**src/rtl/imem_loader.sv**
```systemverilog
// Boot-time instruction-memory loader: takes a length-prefixed byte stream,
// packs payload bytes into little-endian 32-bit words, writes them from word 0
// upward, and raises cpu_start_o only after the XOR checksum byte matches.
module imem_loader #(
   parameter int ADDR_WIDTH = 8,
   parameter int DEPTH      = 256
) (
   input  logic                  clk_i,
   input  logic                  rst_i,
   input  logic                  load_req_i,
   input  logic                  byte_valid_i,
   input  logic [7:0]            byte_data_i,
   output logic                  byte_ready_o,
   output logic                  imem_we_o,
   output logic [ADDR_WIDTH-1:0] imem_addr_o,
   output logic [31:0]           imem_data_o,
   output logic                  busy_o,
   output logic                  done_o,
   output logic                  error_o,
   output logic                  cpu_start_o
);

   typedef enum logic [2:0] {
      S_IDLE, S_LEN_LO, S_LEN_HI, S_DATA, S_CHECK, S_DONE, S_ERROR
   } state_t;

   state_t                state, state_next;
   logic [7:0]            len_lo;
   logic [15:0]           len;
   logic [1:0]            byte_idx;
   logic [ADDR_WIDTH-1:0] word_idx;
   logic [23:0]           word_buf;
   logic [7:0]            csum;

   logic        take;
   logic        start_load;
   logic [15:0] len_full;
   logic        last_word;

   assign take       = byte_valid_i & byte_ready_o;
   assign start_load = load_req_i &
                       ((state == S_IDLE) || (state == S_DONE) || (state == S_ERROR));
   assign len_full   = {byte_data_i, len_lo};
   assign last_word  = (16'(word_idx) == (len - 16'd1));

   // State register
   always_ff @(posedge clk_i or negedge rst_i) begin
      if (!rst_i) state <= S_IDLE;
      else        state <= state_next;
   end

   // Next-state decode; a word boundary and the last word together end the payload
   always_comb begin
      state_next = state;
      case (state)
         S_IDLE, S_DONE, S_ERROR: if (load_req_i) state_next = S_LEN_LO;
         S_LEN_LO: if (take) state_next = S_LEN_HI;
         S_LEN_HI: begin
            if (take) begin
               if (len_full > 16'(DEPTH))   state_next = S_ERROR;
               else if (len_full == 16'd0)  state_next = S_CHECK;
               else                         state_next = S_DATA;
            end
         end
         S_DATA: if (take && (byte_idx == 2'd3) && last_word) state_next = S_CHECK;
         S_CHECK: if (take) state_next = (byte_data_i == csum) ? S_DONE : S_ERROR;
         default: state_next = S_IDLE;
      endcase
   end

   // Registered status and handshake outputs, decoded from the upcoming state
   always_ff @(posedge clk_i or negedge rst_i) begin
      if (!rst_i) begin
         byte_ready_o <= 1'b0;
         busy_o       <= 1'b0;
         done_o       <= 1'b0;
         cpu_start_o  <= 1'b0;
         error_o      <= 1'b0;
      end else begin
         byte_ready_o <= (state_next == S_LEN_LO) || (state_next == S_LEN_HI) ||
                         (state_next == S_DATA)   || (state_next == S_CHECK);
         busy_o       <= (state_next == S_LEN_LO) || (state_next == S_LEN_HI) ||
                         (state_next == S_DATA)   || (state_next == S_CHECK);
         done_o       <= (state_next == S_DONE);
         cpu_start_o  <= (state_next == S_DONE);
         error_o      <= (state_next == S_ERROR);
      end
   end

   // Length capture, byte packing, checksum and the one-cycle write strobe
   always_ff @(posedge clk_i or negedge rst_i) begin
      if (!rst_i) begin
         len_lo      <= 8'd0;
         len         <= 16'd0;
         byte_idx    <= 2'd0;
         word_idx    <= '0;
         word_buf    <= 24'd0;
         csum        <= 8'd0;
         imem_we_o   <= 1'b0;
         imem_addr_o <= '0;
         imem_data_o <= 32'd0;
      end else begin
         imem_we_o <= 1'b0;
         if (start_load) begin
            byte_idx <= 2'd0;
            word_idx <= '0;
            csum     <= 8'd0;
         end
         if (take) begin
            case (state)
               S_LEN_LO: len_lo <= byte_data_i;
               S_LEN_HI: len    <= len_full;
               S_DATA: begin
                  csum     <= csum ^ byte_data_i;
                  byte_idx <= byte_idx + 2'd1;
                  case (byte_idx)
                     2'd0: word_buf[7:0]   <= byte_data_i;
                     2'd1: word_buf[15:8]  <= byte_data_i;
                     2'd2: word_buf[23:16] <= byte_data_i;
                     default: begin
                        // 4th byte completes the word; write goes out next cycle
                        imem_we_o   <= 1'b1;
                        imem_addr_o <= word_idx;
                        imem_data_o <= {byte_data_i, word_buf};
                        word_idx    <= word_idx + 1'b1;
                     end
                  endcase
               end
               default: ;
            endcase
         end
      end
   end

endmodule

```
**config.mk**
```make
export PLATFORM = sky130hd
export DESIGN_NAME = imem_loader
export DESIGN_NICKNAME = d
export VERILOG_FILES = /design/src/rtl/imem_loader.sv
export SDC_FILE = /design/constraint.sdc
export NUM_CORES = 1
export LEC_CHECK = 0
export CAP_MARGIN = 0
export CORE_ASPECT_RATIO = 2
export CORE_MARGIN = 2
export CORE_UTILIZATION = 40
export DETAILED_ROUTE_END_ITERATION = 8
export GPL_TIMING_DRIVEN = 0
export PLACE_DENSITY = 0.66
export SYNTH_ARGS = -nofsm -noshare
export SYNTH_HDL_FRONTEND = slang
export SYNTH_SLANG_ARGS = --single-unit
```
**constraint.sdc**
```tcl
create_clock -name clk_i -period 5.2 [get_ports clk_i]
set_input_delay 0.52 -clock clk_i [delete_from_list [all_inputs] [get_ports clk_i]]
set_output_delay 0.52 -clock clk_i [all_outputs]
set_load 0.02 [all_outputs]
```
Yosys cells after proc, flatten, opt, wreduce, memory -nomap -nowiden:

Cells that the tools add are included.

* register bits: 113
* bits in latches: 0
* RAM bits: 0
* ROM bits: 0
* bits of input ports: 12
* logic and storage cells: 80
* memories kept: 0

* $add $sub $neg: 3
* $mul: 0
* div/mod/pow operators: 0
* magnitude comparators: 1
* equality and inequality tests: 17
* shift-type cells: 0
* muxes and demuxes: 22
* bitwise operators: 4
* reductions and logical operators: 18

Operator list (count)
* 8-bit two-way mux: 7
* 3-bit two-way mux: 7
* 3-bit == test, second input constant: 6
* 8-bit by 16-bit == test with 1-bit output: 1
* 16-bit by 9-bit greater-than comparator with 1-bit output, second input constant: 1
* 16-bit logical NOT: 1
* 16-bit by 1-bit subtractor with 16-bit output, second input constant: 1
* 3-bit case mux with 5 select lines: 1
* 3-bit by 2-bit == test with 1-bit output, second input constant: 4
* 3-bit AND reduction: 4
* 8-bit by 1-bit adder with 8-bit output, second input constant: 1
* 8-bit == test: 1
* 2-bit two-way mux: 4
* 8-bit bitwise XOR: 1
* 3-bit by 1-bit == test with 1-bit output, second input constant: 2
* 3-bit OR reduction: 2
* 1-bit logical OR: 5
* 2-bit == test, second input constant: 2
* 2-bit AND reduction: 2
* 3-bit logical NOT: 1
* 1-bit two-way mux: 3
* 2-bit by 1-bit adder with 2-bit output, second input constant: 1
* 1-bit AND: 2
* 2-bit by 1-bit == test with 1-bit output, second input constant: 1
* other kinds (3): 4

Depth between registers and ports, before layout:

Gate-level depths: netlist of the first run.

* word-level depth: 9
* gate-level depth with buffers: 9

Least setup slack after synthesis of the first run:

OpenSTA, ideal clock, no wires.

* kind: input-to-reg
* from: input byte_data_i[3]
* to: register busy_o
* library setup time: 137 ps
* data arrival time: 1796 ps
* data required time: 5063 ps
* path slack: 3268 ps
* cell stages on the path: 7
* path buffers: 1
* cells stage by stage: buf_2 nor4_2 nand4_1 o21ai_1 o311ai_1 or3b_1 mux2i_1

* longest elaborated chain between the ends: 9

Ends and longest elaborated chain
* start: declaration: RTL line 12 `input logic [7:0] byte_data_i,`
* parallel branches: the longest is 4 deep, another holds 16-bit by 9-bit greater-than comparator with 1-bit output
* 3-bit case mux with 5 select lines (*): RTL line 55 `case (state)`
* 3-bit by 1-bit == test with 1-bit output or 3-bit by 2-bit == test with 1-bit output (tied branches): RTL line 82 `busy_o <= (state_next == S_LEN_LO) || (state_next == S_LEN_HI) ||`
* 1-bit logical OR (2 in a row): RTL line 82
* 1-bit logical OR (*): RTL line 83 `(state_next == S_DATA) || (state_next == S_CHECK);`
* end signal: assignment: RTL line 82
* end: declaration: RTL line 17 `output logic busy_o,`

Every way passes the cells marked *.
A chain may end at the register's enable or synchronous reset.

Worst setup path in the final report of the first run:

* from: register len[0]
* to: register cpu_start_o

* longest elaborated chain between the ends: 6

Ends and longest elaborated chain
* start: declaration: RTL line 29 `logic [15:0] len;`
* start signal: assignment: RTL line 112 `S_LEN_HI: len <= len_full;`
* 16-bit by 1-bit subtractor with 16-bit output: RTL line 44 `assign last_word = (16'(word_idx) == (len - 16'd1));`
* 8-bit by 16-bit == test with 1-bit output: RTL line 44
* 1-bit logical AND: RTL line 65 `S_DATA: if (take && (byte_idx == 2'd3) && last_word) state_next = S_CHECK;`
* 3-bit two-way mux: RTL line 65
* 3-bit case mux with 5 select lines: RTL line 55
* 3-bit == test: RTL line 85 `cpu_start_o <= (state_next == S_DONE);`
* end signal: assignment: RTL line 85
* end: declaration: RTL line 20 `output logic cpu_start_o`

No other way between the ends.

==> impl_metrics.py, run 1 <==
metrics = {
    "clock_tree": {
        "cts_tree": "yes",
        "clockRootBuffer": "clkbuf_16",
        "clkSinkCount": 113,
        "clk_latency_ps": 410,
        "cts_hold_buffers": 0,
        "cts_buffers": 17,
        "cts_max_level": 4,
        "cts_setup_buffers": 0,
        "clock_path_buffers": 2,
        "clk_pin_slew_worst_paths_ps": 60,
        "ctsResizeCount": 0,
    },
    "synth": {
        "synth_area_per_cell_um2": 10.4,
        "synth_area_um2": 5180,
        "ys_top_cells_by_area": "dfrtp_1 55%, nand2_1 10%, mux2_2 10%",
        "yosys.area.top_type_share_pct": 54.5,
        "yosys.cell_types.count": 56,
        "async_flop_share_pct": 100,
        "yosys.area.top_type": "dfrtp_1",
        "syn_nets": 519,
        "synthCells": 500,
        "ys.flop_type": "dfrtp_1",
        "synth_common_cells": "143 x nand2_1, 113 x dfrtp_1, 47 x mux2_2",
        "synth_most_common_cell": "nand2_1",
        "synth_edf_count": 0,
        "ys_seq_area_share_pct": 54.5,
        "synth-seq-cells": 113,
        "yosys_warnings": 0,
    },
    "worst_setup_path": {
        "crit_family": "compound AO/OA/AOI/OAI gates",
        "arrival_ps": 2710,
        "critPathKind": "reg2reg",
        "slowest_stage": "a2111oi_2",
        "path_max_fanout": 6,
        "cp-start-kind": "flop",
        "critPathBufInv": 1,
        "cp_common_cell": "a21oi_1",
        "crit_chain": "inv_1, ha_1, nor3b_2, a21oi_1, a2111oi_2, nand4bb_1, a21oi_1",
        "cpPeakStageDelay_ps": 470,
        "crit_cells": 7,
        "cp-end-kind": "flop",
        "ff2ff_path_depth": 7,
        "required_ps": 5530,
    },
    "sta": {
        "worst_slew_pin_slew_ps": 844,
        "min_period_over_period_pct": 45.9,
        "final.min_clock_period_ps": 2390,
        "slew_headroom_pct": 43.3,
        "rsz0062_at_grt": "false",
        "setup_viol": 0,
        "drv_slew": 0,
        "fmax_mhz": 419,
        "finalClockSkew_ps": 9.34,
        "hold_violations": 0,
        "fin_ws_ps": 2810,
    },
    "final_layout": {
        "insertedDiodeCount": 0,
        "syn_to_final_growth_pct": 24.5,
        "fillers": 1177,
        "multi_input_area_um2": 2190,
        "regArea_um2": 2830,
        "drive_gt1_share_pct": 18.6,
        "num-nets-final": 589,
        "final_cells": 732,
    },
    "placed_design": {
        "post-place-cells": 701,
        "hpwl_mm": 8.62,
        "portBuffers": 50,
        "place.gp.congestion": 0.787,
        "post-place-ws_ps": 2590,
    },
    "outcome": {
        "status": "completed",
    },
    "pwr": {
        "power_mw": 3.83,
        "p_leak_nw": 3.00,
        "vdd_ir_drop_max_v": 0.000344,
        "powerDensity_nw_per_um2": 593,
    },
    "drt": {
        "drt_iter0_markers": 228,
        "drt_drc_violations_left": 0,
        "via_per_inst": 5.28,
        "routed_wl_mm": 12.0,
        "dr.pass1.iters": 4,
        "wl_per_cell_um": 16.4,
        "ant_nets": 0,
        "via_count": 3868,
    },
    "global_route": {
        "grt_pass1_wl_mm": 20.2,
        "overflow": 0,
        "grt_max_degree": 72,
        "grt_antenna_before_repair": 0,
        "grt_usage_pct": 18.6,
        "first_global_vias": 4059,
    },
    "min_path": {
        "hold_path.class": "in2async",
    },
    "floorplanning": {
        "fp.dieH_um": 165,
        "rows": 58,
        "die_w_um": 84.5,
        "floorplan.initialDensity_pct": 41.1,
        "core-area_um2": 12600,
        "dieArea_um2": 13900,
        "io_pins": 58,
    },
    "job": {
        "drv_cap": 0,
    },
}
==> registers in the layout, summed over array words and instances, names as in the netlist <==
register,cells
busy_o,1
byte_idx,2
cpu_start_o,1
csum,8
error_o,1
imem_addr_o,8
imem_data_o,32
imem_we_o,1
len,16
len_lo,8
state,3
word_buf,24
word_idx,8
==> layout make-up <==
cell class	instances	area share, %
Buffer	26	2.09
Clock buffer	21	7.29
Clock inverter	10	1.34
Inverter	8	0.465
Multi-Input combinational cell	353	33.9
Sequential cell	113	43.8
Tap cell	150	2.91
Timing Repair Buffer	51	8.14
==> worst paths after layout <==
check,slack (ps),startpoint,endpoint
worst max-delay path,2810,len[0],cpu_start_o
worst min-delay path,100,rst_i,imem_data_o[17]
worst max register to register,2810,len[0],cpu_start_o
worst min register to register,460,word_buf[20],imem_data_o[20]
max in group asynchronous,4340,rst_i,csum[2]
min in group clk_i,450,byte_data_i[4],len[12]
==> kinds of logic (layout without fill, tap and decap cells) <==
kind of cell / after synthesis / in the layout / synth area share [%]
compound gates: 65 / 65 / 7.41
xor+xnor: 19 / 19 / 3.21
fa+ha+maj: 7 / 7 / 1.69
buf+inv: 34 / 116 / 3.19
flops: 113 / 113 / 54.5
mux: 49 / 49 / 10.6
simple gates: 213 / 213 / 19.4
==> worst register-to-register path: cells and delay by family, from the launching register on <==
family	cells	cell delay (ps)
DFF	1	400
and+or+nand+nor	2	670
adders and majority gates	1	250
buffers and inverters	1	130
AOI/OAI and AO/OA	3	860
==> per-layer routing <==
metal / track usage, % / routed length (µm) / vias to the layer above
met3: 3.65 / 317 / 22
met4: 9.96 / 378 / 0
met1: 18.9 / 4560 / 1932
li1: - / - / 1836
met5: 0 / 0 / -
met2: 35.2 / 6750 / 78
==> cell usage in the layout, fill, tap and decap left out, types with 9 or more instances in the layout <==
cell	instances
clkbuf_1	9
mux2_2	47
clkdlybuf4s50_1	49
buf_2	12
nand2_1	143
clkbuf_16	17
o21ai_0	32
nor2_1	20
a21oi_1	12
dfrtp_1	113
nand3_1	9
xnor2_1	13
==> power breakdown <==
part	switching (mW)	internal (mW)
clock	0.389	0.686
sequential	0.246	1.22
combinational	0.664	0.621
total	1.30	2.53
==> metrics by stage <==
step	cell area [µm²]	hold slack [ps]	setup TNS, ps	util [%]
finish	6450	98.4	0	51.1
global route	6450	145	0	51.1
CTS	6450	113	0	51.1
detailed placement	5900	452	0	46.7
global placement	5870	447	-65590	46.5
floorplan	5180	224	0	-
Note: power is estimated with default switching activity, not from simulation.
==> inputs of run 2 (changes only) <==
==> constraint.sdc (replaced) <==
create_clock -name clk_i -period 2.2 [get_ports clk_i]
set_input_delay 0.22 -clock clk_i [delete_from_list [all_inputs] [get_ports clk_i]]
set_output_delay 0.22 -clock clk_i [all_outputs]
set_load 0.02 [all_outputs]
==> run 2 against run 1 <==
Compared with the run above:
- die area did not move
- clock-buffer cell count did not move
- cell count rose by 0.96%
- clock skew barely moved
- cell area rose by 2.7%
- sequential cell count did not move
- routed wire length rose by 1.6%
- combinational power rose to 2.6 times the previous value
- clock power rose by 140%
- utilization rose by 1.4 points
- hold slack improved by 58 ps
- critical path depth did not move
- largest power group unchanged
==> impl_metrics.py, run 2 (synthesis gave the netlist of run 1 again) <==
metrics = {
    "clock_tree": {
        "clock_path_buffers": 2,
        "clockRootBuffer": "clkbuf_16",
        "clk_pin_slew_worst_paths_ps": 60,
        "cts_tree": "yes",
        "clk_latency_ps": 410,
        "cts_buffers": 17,
        "clkSinkCount": 113,
        "cts_max_level": 4,
    },
    "pwr": {
        "switching_share_pct": 34.4,
        "internal_power_mw": 6.12,
        "p_seq_share_pct": 37.4,
        "p_comb_share_pct": 35.3,
        "pwr-share-clk_pct": 27.3,
        "vdd_ir_drop_max_v": 0.000810,
        "power.switching_mw": 3.21,
        "powerDensity_nw_per_um2": 1410,
        "p_leak_nw": 3.07,
    },
    "drt": {
        "wl_per_cell_um": 16.5,
        "via_per_inst": 5.23,
        "drt_drc_violations_left": 0,
        "ant_nets": 0,
        "via_count": 3865,
        "routed_wl_mm": 12.2,
        "dr.pass1.iters": 4,
        "drt_iter0_markers": 237,
    },
    "final_layout": {
        "regMostFlops": "imem_data_o",
        "mostFrequentLayoutCells": "143 x nand2_1, 113 x dfrtp_1, 49 x clkdlybuf4s50_1, 47 x mux2_2, 31 x o21ai_0",
        "num-nets-final": 596,
        "syn_to_final_growth_pct": 27.8,
        "final_util_pct": 52.5,
        "final_common_cell": "nand2_1",
        "insertedDiodeCount": 0,
        "top_regs": "imem_data_o (32), word_buf (24), len (16)",
        "drive_gt1_share_pct": 21.4,
        "largest_reg_flops": 32,
        "final_area_um2": 6630,
    },
    "global_route": {
        "grt_usage_pct": 18.8,
        "grt_max_degree": 72,
        "first_global_vias": 4060,
        "overflow": 0,
        "grt_antenna_before_repair": 0,
        "grt_pass1_wl_mm": 20.3,
    },
    "sta": {
        "worst_slew_pin_slew_ps": 655,
        "setup_tns_ps": 0,
        "drv_slew": 0,
        "rsz0062_at_grt": "true",
        "min_period_over_period_pct": 98.6,
        "hold_violations": 0,
        "fmax_mhz": 461,
        "final.min_clock_period_ps": 2170,
        "slew_headroom_pct": 56.1,
        "finalClockSkew_ps": 8.95,
        "setup_viol": 0,
        "fin_ws_ps": 30.6,
    },
    "job": {
        "drv_cap": 0,
    },
    "worst_setup_path": {
        "r2r_end": "state[0]",
        "r2r_slack_ps": 30,
        "ff2ff_path_depth": 7,
        "critPathKind": "reg2reg",
        "arrival_ps": 2450,
        "cp-start-kind": "flop",
        "required_ps": 2480,
        "cp-end-kind": "flop",
        "path_max_fanout": 5,
        "reg2reg_from": "len[2]",
    },
    "min_path": {
        "hold_path.class": "in2reg",
        "hp-start": "byte_data_i[6]",
        "holdPathEnd": "len[14]",
        "hold_path_depth": 3,
    },
    "placed_design": {
        "place.gp.congestion": 0.787,
        "post-place-ws_ps": -142,
        "portBuffers": 50,
        "place_area_um2": 5900,
        "hpwl_mm": 8.62,
    },
    "floorplanning": {
        "io_pins": 58,
        "fp.dieH_um": 165,
        "die_w_um": 84.5,
        "dieArea_um2": 13900,
        "core-area_um2": 12600,
        "floorplan.initialDensity_pct": 41.1,
        "rows": 58,
    },
    "outcome": {
        "status": "completed",
    },
}
## run 2: critical path: stages (launching register included)
cell and delay, ps:
dfrtp_1 370, buf_6 130, nor4_4 370, or2b_1 300, xnor2_2 150, nor4_4 410, and3b_1 260, o21ai_1 60
## run 2: repair_timing
action                                  CTS  global route
hold buffers                              1             0
endpoints found under the setup margin    9            19
buffers inserted                          1             5
endpoints found under the hold margin    42             0
resized for setup                         5            13
pin swaps                                 1             4
## run 2: per-stage QoR
step	hold slack, ps	power (mW)	cells
after detailed placement	250	6.53	701
after floorplan	-75.6	5.39	500
final	157	9.33	739
after CTS	148	9.19	734
after global routing	170	9.87	739
after global placement	447	6.40	700
## run 2: how the worst max path moves through the flow
stage | depth (start not counted) | startpoint | endpoint
2_1_floorplan | 7 | len[0] | cpu_start_o
3_3_place_gp | 1 | rst_i | busy_o
3_5_place_dp | 7 | len[0] | cpu_start_o
4_1_cts | 9 | len[0] | cpu_start_o
5_1_grt | 7 | len[2] | state[0]
6_report | 7 | len[2] | state[0]
## run 2: metal layers
layer,vias up,GRT usage [%],share of wire (%),routed length [µm]
met2,74,35.7,56,6840
li1,1849,-,-,-
met3,23,3.65,2.5,311
met1,1919,19.0,38,4630
met4,0,9.60,3.4,418
met5,-,0,0,0
## run 2: cell type report
cell class,instances,area (µm²)
plain buffers,26,135
repair buffers,58,581
clock buffers,21,470
multi-input cells,353,2310
flip-flops and latches,113,2830
inverters,8,30.0
well taps,150,188
clock inverters,10,86.3
fillers,1156,6000
## run 2: power by group through the flow
stage                     registers (mW)  logic, mW  clock network (mW)
after floorplan                     3.70       1.69                   0
after global placement              3.45       2.95                   0
after detailed placement            3.49       3.04                   0
after CTS                           3.47       3.14                2.58
after global routing                3.58       3.62                2.67
final                               3.49       3.30                2.54
==> inputs of run 3 (changes only) <==
--- a/config.mk
+++ b/config.mk
@@ -11,7 +11,6 @@
 export CORE_UTILIZATION = 40
 export DETAILED_ROUTE_END_ITERATION = 8
 export GPL_TIMING_DRIVEN = 0
-export PLACE_DENSITY = 0.66
 export SYNTH_ARGS = -nofsm -noshare
 export SYNTH_HDL_FRONTEND = slang
 export SYNTH_SLANG_ARGS = --single-unit
==> run 3 against run 2 <==
Compared with the run above:
- register-to-register slack gained 100 ps
- cell count is the same
- largest cell class unchanged
- clock skew shrank 1.6 ps
- via count is the same
- sequential share of layout area grew 0.089 points
- utilization shrank 0.11 points
- routed wire length grew 1.3%
- cell area shrank 0.21%
- sequential cell count is the same
- clock power grew 6%
- largest power group unchanged
- global-route usage grew 0.20 points
- first-iteration DRC count shrank 36%
==> impl_metrics.py, run 3 (synthesis gave the netlist of run 1 again) <==
metrics = {
    "drt": {
        "drt_iter0_markers": 151,
        "routed_wl_mm": 12.4,
        "ant_nets": 0,
        "via_per_inst": 5.23,
        "via_count": 3865,
        "wl_per_cell_um": 16.7,
        "drt_drc_violations_left": 0,
        "dr.pass1.iters": 4,
    },
    "sta": {
        "worst_slew_pin_slew_ps": 650,
        "final.min_clock_period_ps": 2070,
        "slew_headroom_pct": 56.7,
        "hold_violations": 0,
        "setup_viol": 0,
        "fmax_mhz": 483,
        "min_period_over_period_pct": 94.0,
        "finalClockSkew_ps": 7.36,
        "drv_slew": 0,
        "fin_hold_ws_ps": 146,
        "fin_ws_ps": 131,
    },
    "worst_setup_path": {
        "cp-start-kind": "flop",
        "arrival_ps": 2410,
        "required_ps": 2540,
        "critPathKind": "reg2reg",
        "r2r_slack_ps": 130,
        "path_max_fanout": 7,
        "cp-end-kind": "flop",
    },
    "global_route": {
        "grt_antenna_before_repair": 0,
        "grt_max_degree": 74,
        "top_usage_layer": "met2",
        "grt_util_met1_pct": 20.1,
        "use_met2_pct": 34.8,
        "grt_pass1_wl_mm": 20.3,
        "grt_usage_pct": 19.0,
        "use_met3_pct": 3.35,
        "first_global_vias": 4041,
        "overflow": 0,
    },
    "placed_design": {
        "portBuffers": 50,
        "place_area_um2": 5900,
        "place.gp.congestion": 0.788,
        "hpwl_mm": 8.70,
        "post-place-ws_ps": -170,
        "post-place-cells": 701,
    },
    "final_layout": {
        "regMostFlops": "imem_data_o",
        "largest_reg_flops": 32,
        "final_cells": 739,
        "multi_input_area_um2": 2280,
        "fillers": 1207,
        "mostFrequentLayoutCells": "143 x nand2_1, 113 x dfrtp_1, 49 x clkdlybuf4s50_1, 47 x mux2_2, 32 x o21ai_0",
        "insertedDiodeCount": 0,
        "top_regs": "imem_data_o (32), word_buf (24), len (16)",
        "final_area_um2": 6610,
        "drive_gt1_share_pct": 21.2,
        "num-nets-final": 595,
        "final_common_cell": "nand2_1",
        "regArea_um2": 2830,
        "syn_to_final_growth_pct": 27.6,
    },
    "pwr": {
        "vdd_ir_drop_max_v": 0.000775,
        "powerDensity_nw_per_um2": 1420,
        "p_leak_nw": 3.06,
        "power_mw": 9.41,
    },
    "clock_tree": {
        "clk_latency_ps": 420,
        "cts_tree": "yes",
        "cts_max_level": 4,
        "clock_path_buffers": 2,
        "clkSinkCount": 113,
        "clk_pin_slew_worst_paths_ps": 60,
        "clockRootBuffer": "clkbuf_16",
        "cts_buffers": 17,
    },
    "floorplanning": {
        "core-area_um2": 12600,
        "rows": 58,
        "floorplan.initialDensity_pct": 41.1,
        "io_pins": 58,
        "die_w_um": 84.5,
        "fp.dieH_um": 165,
        "dieArea_um2": 13900,
    },
    "min_path": {
        "hold_path.class": "in2reg",
    },
    "outcome": {
        "status": "completed",
    },
    "job": {
        "drv_cap": 0,
    },
}
==> run 3: path summary, 6_finish.rpt <==
| path | from | end | cells after the start |
|---|---|---|---|
| worst max-delay path | len[2] | error_o | 8 |
| worst max register to register | len[2] | error_o | 8 |
| max in group asynchronous | rst_i | len[15] | 3 |
| worst min register to register | word_buf[22] | imem_data_o[22] | 2 |
| worst min-delay path | byte_data_i[4] | len[12] | 3 |
| min in group asynchronous | rst_i | imem_we_o | 2 |
==> run 3: final cells by class <==
cell class	instances	area share, %
Tap cell	150	2.84
Multi-Input combinational cell	353	34.4
Clock buffer	19	6.70
Inverter	8	0.454
Timing Repair Buffer	58	8.78
Clock inverter	13	2.06
Buffer	25	1.99
Sequential cell	113	42.8
==> run 3: layer usage <==
| metal | share of wire (%) | wire [µm] |
|---|---|---|
| met2 | 56 | 6940 |
| met5 | 0 | 0 |
| met3 | 2.4 | 298 |
| met1 | 38 | 4700 |
| met4 | 3.4 | 416 |
==> run 3: worst max-delay path, cell delays in order, from the launching register on <==
cell	delay, ps
dfrtp_1	370
buf_6	140
nor4_4	300
or2b_1	290
xnor2_1	140
nor4_2	250
buf_4	170
nand4bb_4	150
a21oi_1	170
==> run 3: repair_timing <==
| action | 4_1_cts | 5_1_grt |
|---|---|---|
| hold buffers | 1 | 0 |
| endpoints found under the setup margin | 14 | 15 |
| hold endpoints to repair | 40 | 0 |
| pin swaps | 3 | 4 |
| setup buffers | 4 | 2 |
| gates resized for setup | 6 | 8 |
==> run 3: power by group <==
group          internal (mW)  switching [mW]  total, mW
sequential              2.88           0.618       3.50
clock                   1.69           0.987       2.68
combinational           1.59            1.64       3.23
total                   6.17            3.25       9.41
==> run 3: stage by stage <==
| step | TNS [ps] | utilization (%) |
|---|---|---|
| 2_1_floorplan | 0 | - |
| 5_1_grt | -62.0 | 52.4 |
| 6_report | 0 | 52.4 |
| 3_3_place_gp | -372670 | 46.5 |
| 3_5_place_dp | -2660 | 46.7 |
| 4_1_cts | 0 | 52.0 |
